## config.mk

```make
export PLATFORM = sky130hd
export DESIGN_NAME = onehot_cell_encoder
export DESIGN_NICKNAME = d
export VERILOG_FILES = /design/src/rtl/onehot_cell_encoder.sv
export SDC_FILE = /design/constraint.sdc
export NUM_CORES = 1
export LEC_CHECK = 0
export BUFFER_PORTS_ARGS = -buffer_cell sky130_fd_sc_hd__buf_2
export CAP_MARGIN = 30
export CORE_UTILIZATION = 57
export CTS_BUF_LIST = sky130_fd_sc_hd__clkbuf_4
export DETAILED_ROUTE_END_ITERATION = 8
export PLACE_DENSITY = 0.88
export SLEW_MARGIN = 20
export SYNTH_ARGS = -nofsm -noshare
export SYNTH_HDL_FRONTEND = slang
export SYNTH_SLANG_ARGS = --single-unit
```

## constraint.sdc

```tcl
create_clock -name clk -period 5 [get_ports clk]
set_clock_uncertainty 0.2 [all_clocks]
set_input_delay 0 -clock clk [delete_from_list [all_inputs] [get_ports clk]]
set_output_delay 0 -clock clk [all_outputs]
set_load 0.05 [all_outputs]
```

## src/rtl/onehot_cell_encoder.sv

```systemverilog
// One-hot cell-select encoder with a registered valid/ready output stage.
// Turns a WIDTH-bit cell word into index, row and column. It also flags
// all-zero and multi-hot words and keeps a saturating error count.

// One link of the priority chain: claims the win if no earlier bit was set.
module onehot_cell_lane (
  input  logic bit_in,
  input  logic seen_in,
  output logic hit,
  output logic dup,
  output logic seen_out
);
  assign hit      = bit_in & ~seen_in;
  assign dup      = bit_in & seen_in;
  assign seen_out = bit_in | seen_in;
endmodule

module onehot_cell_encoder #(
  parameter int WIDTH     = 36,
  parameter int COLS      = 6,
  parameter bit LSB_FIRST = 1'b1,
  parameter int ERR_CNT_W = 8,
  localparam int ROWS = (WIDTH + COLS - 1) / COLS,
  localparam int IW   = ($clog2(WIDTH) < 1) ? 1 : $clog2(WIDTH),
  localparam int RW   = ($clog2(ROWS)  < 1) ? 1 : $clog2(ROWS),
  localparam int CW   = ($clog2(COLS)  < 1) ? 1 : $clog2(COLS)
) (
  input  logic                 clk,
  input  logic                 rst_n,
  input  logic                 in_valid,
  output logic                 in_ready,
  input  logic [WIDTH-1:0]     in_data,
  output logic                 out_valid,
  input  logic                 out_ready,
  output logic [IW-1:0]        out_index,
  output logic [RW-1:0]        out_row,
  output logic [CW-1:0]        out_col,
  output logic                 out_zero,
  output logic                 out_multi,
  output logic [ERR_CNT_W-1:0] err_count
);

  // seen[p] is set once any bit earlier in priority order is set.
  // The chain runs upward from bit 0 for LSB_FIRST and downward otherwise.
  logic [WIDTH:0]   seen;
  logic [WIDTH-1:0] hit;
  logic [WIDTH-1:0] dup;

  assign seen[0] = 1'b0;

  for (genvar p = 0; p < WIDTH; p++) begin : g_lane
    localparam int B = LSB_FIRST ? p : (WIDTH - 1 - p);
    onehot_cell_lane u_lane (
      .bit_in   (in_data[B]),
      .seen_in  (seen[p]),
      .hit      (hit[B]),
      .dup      (dup[B]),
      .seen_out (seen[p+1])
    );
  end

  logic [IW-1:0] idx_nxt;
  logic [RW-1:0] row_nxt;
  logic [CW-1:0] col_nxt;
  logic          zero_nxt;
  logic          multi_nxt;
  logic          accept;
  logic          err_sat;

  // Encode the single winning bit, then split it into grid coordinates.
  always_comb begin
    idx_nxt = '0;
    for (int i = 0; i < WIDTH; i++) begin
      if (hit[i]) idx_nxt = idx_nxt | IW'(i);
    end
    row_nxt   = RW'(int'(idx_nxt) / COLS);
    col_nxt   = CW'(int'(idx_nxt) % COLS);
    zero_nxt  = ~seen[WIDTH];
    multi_nxt = |dup;
  end

  assign in_ready = ~out_valid | out_ready;
  assign accept   = in_valid & in_ready;
  assign err_sat  = &err_count;

  // Valid flag: set on accept, cleared when the consumer drains it.
  always_ff @(posedge clk or negedge rst_n) begin
    if (!rst_n)         out_valid <= 1'b0;
    else if (accept)    out_valid <= 1'b1;
    else if (out_ready) out_valid <= 1'b0;
  end

  // Result fields load only on accept and otherwise hold.
  always_ff @(posedge clk or negedge rst_n) begin
    if (!rst_n) begin
      out_index <= '0;
      out_row   <= '0;
      out_col   <= '0;
      out_zero  <= 1'b0;
      out_multi <= 1'b0;
    end else if (accept) begin
      out_index <= idx_nxt;
      out_row   <= row_nxt;
      out_col   <= col_nxt;
      out_zero  <= zero_nxt;
      out_multi <= multi_nxt;
    end
  end

  // Saturating count of accepted zero-hot or multi-hot words.
  always_ff @(posedge clk or negedge rst_n) begin
    if (!rst_n)
      err_count <= '0;
    else if (accept && (zero_nxt || multi_nxt) && !err_sat)
      err_count <= err_count + 1'b1;
  end

endmodule
```

==> results.cfg <==
[die]
rows = 21
die_h_um = 61.76
start_util_pct = 60.06
die-area_mm2 = 0.003814
die_w_um = 61.76
pin_count = 64
core_area_mm2 = 0.003390

[pwr]
switchingPower_w = 0.0002965
p_leak_nw = 1.068
p_per_area_mw_per_mm2 = 265.1
pwr-share-comb_pct = 43.5
vdd_drop_max_uv = 324.9
clockPowerShare_pct = 19.9
intPower_w = 0.0003756
swShare_pct = 44.11
p_seq_share_pct = 36.6

[synthesis]
ys.flop_type = dfrtp_1
ys_async_sr_fraction_pct = 100.0
synthesis.area_mm2 = 0.002036
yosysTopAreaCellShare_pct = 27.04
syn_nets = 296
avgSynthCellArea_um2 = 7.983
ys_seq_area_share_pct = 27.04
ys_types = 61
yosys_register_bits = 22
yosysWarningCount = 0
synth_top_cell_by_area = dfrtp_1
synthTopCellsByArea = dfrtp_1 (27%), nor2_1 (5.2%), nor3_1 (3.9%), a31oi_1 (3.7%), nand2_1 (3.7%)
synth.most_common_cell = nor2_1
synth_edf_count = 0
synthTopCellsByCount = nor2_1 (28), dfrtp_1 (22), nand2_1 (20)
postSynthCellCount = 255

[critical_path]
criticalPathCategory = input pin to flip-flop
crit_fanout = 9
cp.required_ns = 5.00
cp.arrival_ns = 3.09
startpoint_type = input pin
endpoint_kind = flip-flop

[route]
first_pass_iters = 5
antenna_left = 0
drt_wl_total_um = 5733
viasPerCell = 6.414
drtIter0Drc = 159
drc = 0
routedWlPerCell_um = 15.41
vias = 2386

[timing]
fin_setup_tns_ns = 0
relSlewSlack_pct = 53.11
setup_viol = 0
finalCriticalPeriod_ns = 3.083
rsz0062_at_grt = no
fin_crit_sh_pct = 61.65
tightest_slew_ns = 0.6969
fmax_ghz = 0.3244
maxSlewViolCount = 0
hold_violations = 0

[layout]
nets = 368
fill_cells = 264
n_antenna_cell = 0
syn2layout_area_growth_pct = 24.52
drive_gt1_share_pct = 25.77
post-route-cell-area_mm2 = 0.002535

[clock_network]
cts_setup_buffers = 0
clock_path_buffers = 2
path_clk_slew_ns = 0.12
cts_hold_buf = 9
clock_latency_ns = 0.30
htree_levels = 1
clockRootBuffer = clkbuf_4
cts_tree = yes
cts.sinks = 22
post_cts_resized = 0
numCtsBuffers = 3

[grt]
grt_max_degree = 23
grt_pass1_wl_um = 8921
antenna_found_initial = 0
first_global_vias = 2001
grt-ovfl-total = 0
grt_use_total_pct = 31.50

[place]
hpwl_um = 4452
gp_congestion = 0.9790
port_buffers = 63
place_area_mm2 = 0.002381

[run]
drv_cap = 0

[outcome]
outcome = completed

[hold_path]
hold_class = input pin to flip-flop
==> path summary, 6_finish.rpt <==
kind | from | end | slack [ns] | cells after the start
max | in_data[15] | err_count[1] | 1.92 | 9
min | in_data[12] | out_multi | 0.06 | 4
max reg2reg | out_valid | out_index[0] | 2.50 | 6
min reg2reg | out_row[1] | out_row[1] | 0.29 | 2
max in group asynchronous | rst_n | err_count[7] | 3.80 | 4
min in group asynchronous | rst_n | out_zero | 0.40 | 3
==> through the flow <==
step           power [W]  hold WS (ns)  utilization [%]  cells  setup slack [ns]
2_1_floorplan  0.0004417       -0.4956                -    255             2.417
3_3_place_gp   0.0005254       -0.2251            70.25    358             2.205
3_5_place_dp   0.0005312       -0.2255            70.25    358             2.041
4_1_cts        0.0006718       0.04488            74.46    371             1.978
5_1_grt        0.0007080       0.06434            74.79    372             1.669
6_report       0.0006720       0.06471            74.79    372             1.917
==> sequential cells by signal, indices dropped and copies added (netlist names) <==
signal,count
err_count,8
out_col,2
out_index,6
out_multi,1
out_row,3
out_valid,1
out_zero,1
==> worst max-delay path, cell delays in order <==
cell	delay [ns]
dlygate4sd3_1	0.53
buf_2	0.16
nor4_1	0.39
nand4_2	0.35
nor4b_1	0.45
mux2i_1	0.18
nor4b_1	0.38
a21oi_1	0.27
mux2_1	0.37
==> final cells by class <==
type | count | area, µm² | share of cell area [%]
multi-input combinational | 217 | 1420 | 56.02
sequential | 22 | 550.5 | 21.72
timing repair buffer | 73 | 416.7 | 16.44
tap | 46 | 57.56 | 2.270
inverter | 10 | 37.54 | 1.481
clock inverter | 1 | 30.03 | 1.185
clock buffer | 3 | 22.52 | 0.8885
==> layout by cell type (no fill, tap or decap), types with 2 or more instances in the layout <==
cell / Yosys / layout
buf_2: 1 / 63
nor2_1: 28 / 28
dfrtp_1: 22 / 22
nand2_1: 20 / 20
nor3_1: 16 / 16
o21ai_0: 12 / 12
a31oi_1: 12 / 12
nand3_1: 10 / 10
inv_1: 10 / 10
a21oi_1: 9 / 9
dlygate4sd3_1: 0 / 9
nand4_1: 7 / 7
and3_1: 7 / 7
xnor2_1: 7 / 7
nor4_1: 6 / 6
nand2b_1: 5 / 5
maj3_1: 5 / 5
a211oi_1: 5 / 5
nor4b_1: 5 / 5
nor4_2: 4 / 4
and2_1: 4 / 4
or4_1: 4 / 4
a2111oi_0: 4 / 4
o22ai_1: 3 / 3
clkbuf_4: 0 / 3
or3_1: 2 / 2
o31ai_1: 2 / 2
or2_2: 2 / 2
a41oi_1: 2 / 2
o211ai_1: 2 / 2
mux2i_1: 2 / 2
a21boi_0: 2 / 2
o32ai_1: 2 / 2
==> routing by layer <==
layer | vias to the layer above | wire length, µm | GRT usage (%)
met4 | 0 | 122 | 8.889
li1 | 1140 | - | -
met3 | 18 | 520 | 7.246
met1 | 1099 | 2478 | 42.53
met5 | - | 0 | 0
met2 | 129 | 2612 | 50.69
==> power groups by stage <==
stage,sequential [W],combinational [W],clock (W)
after floorplan,0.000352,0.0000896,0
final,0.000246,0.000292,0.000134
after global routing,0.000252,0.000312,0.000144
after detailed placement,0.000248,0.000283,0
after CTS,0.000245,0.000291,0.000136
after global placement,0.000246,0.000279,0
==> cell families (layout without fill, tap and decap cells) <==
| kind of cell | count (synthesis) | after routing | synth area share [%] |
|---|---|---|---|
| XOR/XNOR | 8 | 8 | 3.442 |
| multiplexers | 3 | 3 | 1.537 |
| adder cells (fa/ha/maj) | 6 | 6 | 3.073 |
| buffers and inverters | 16 | 87 | 3.196 |
| AND/OR/NAND/NOR | 131 | 131 | 38.23 |
| AO/OA/AOI/OAI | 69 | 69 | 23.48 |
| flip-flops | 22 | 22 | 27.04 |
(Power assumes the default switching activity.)
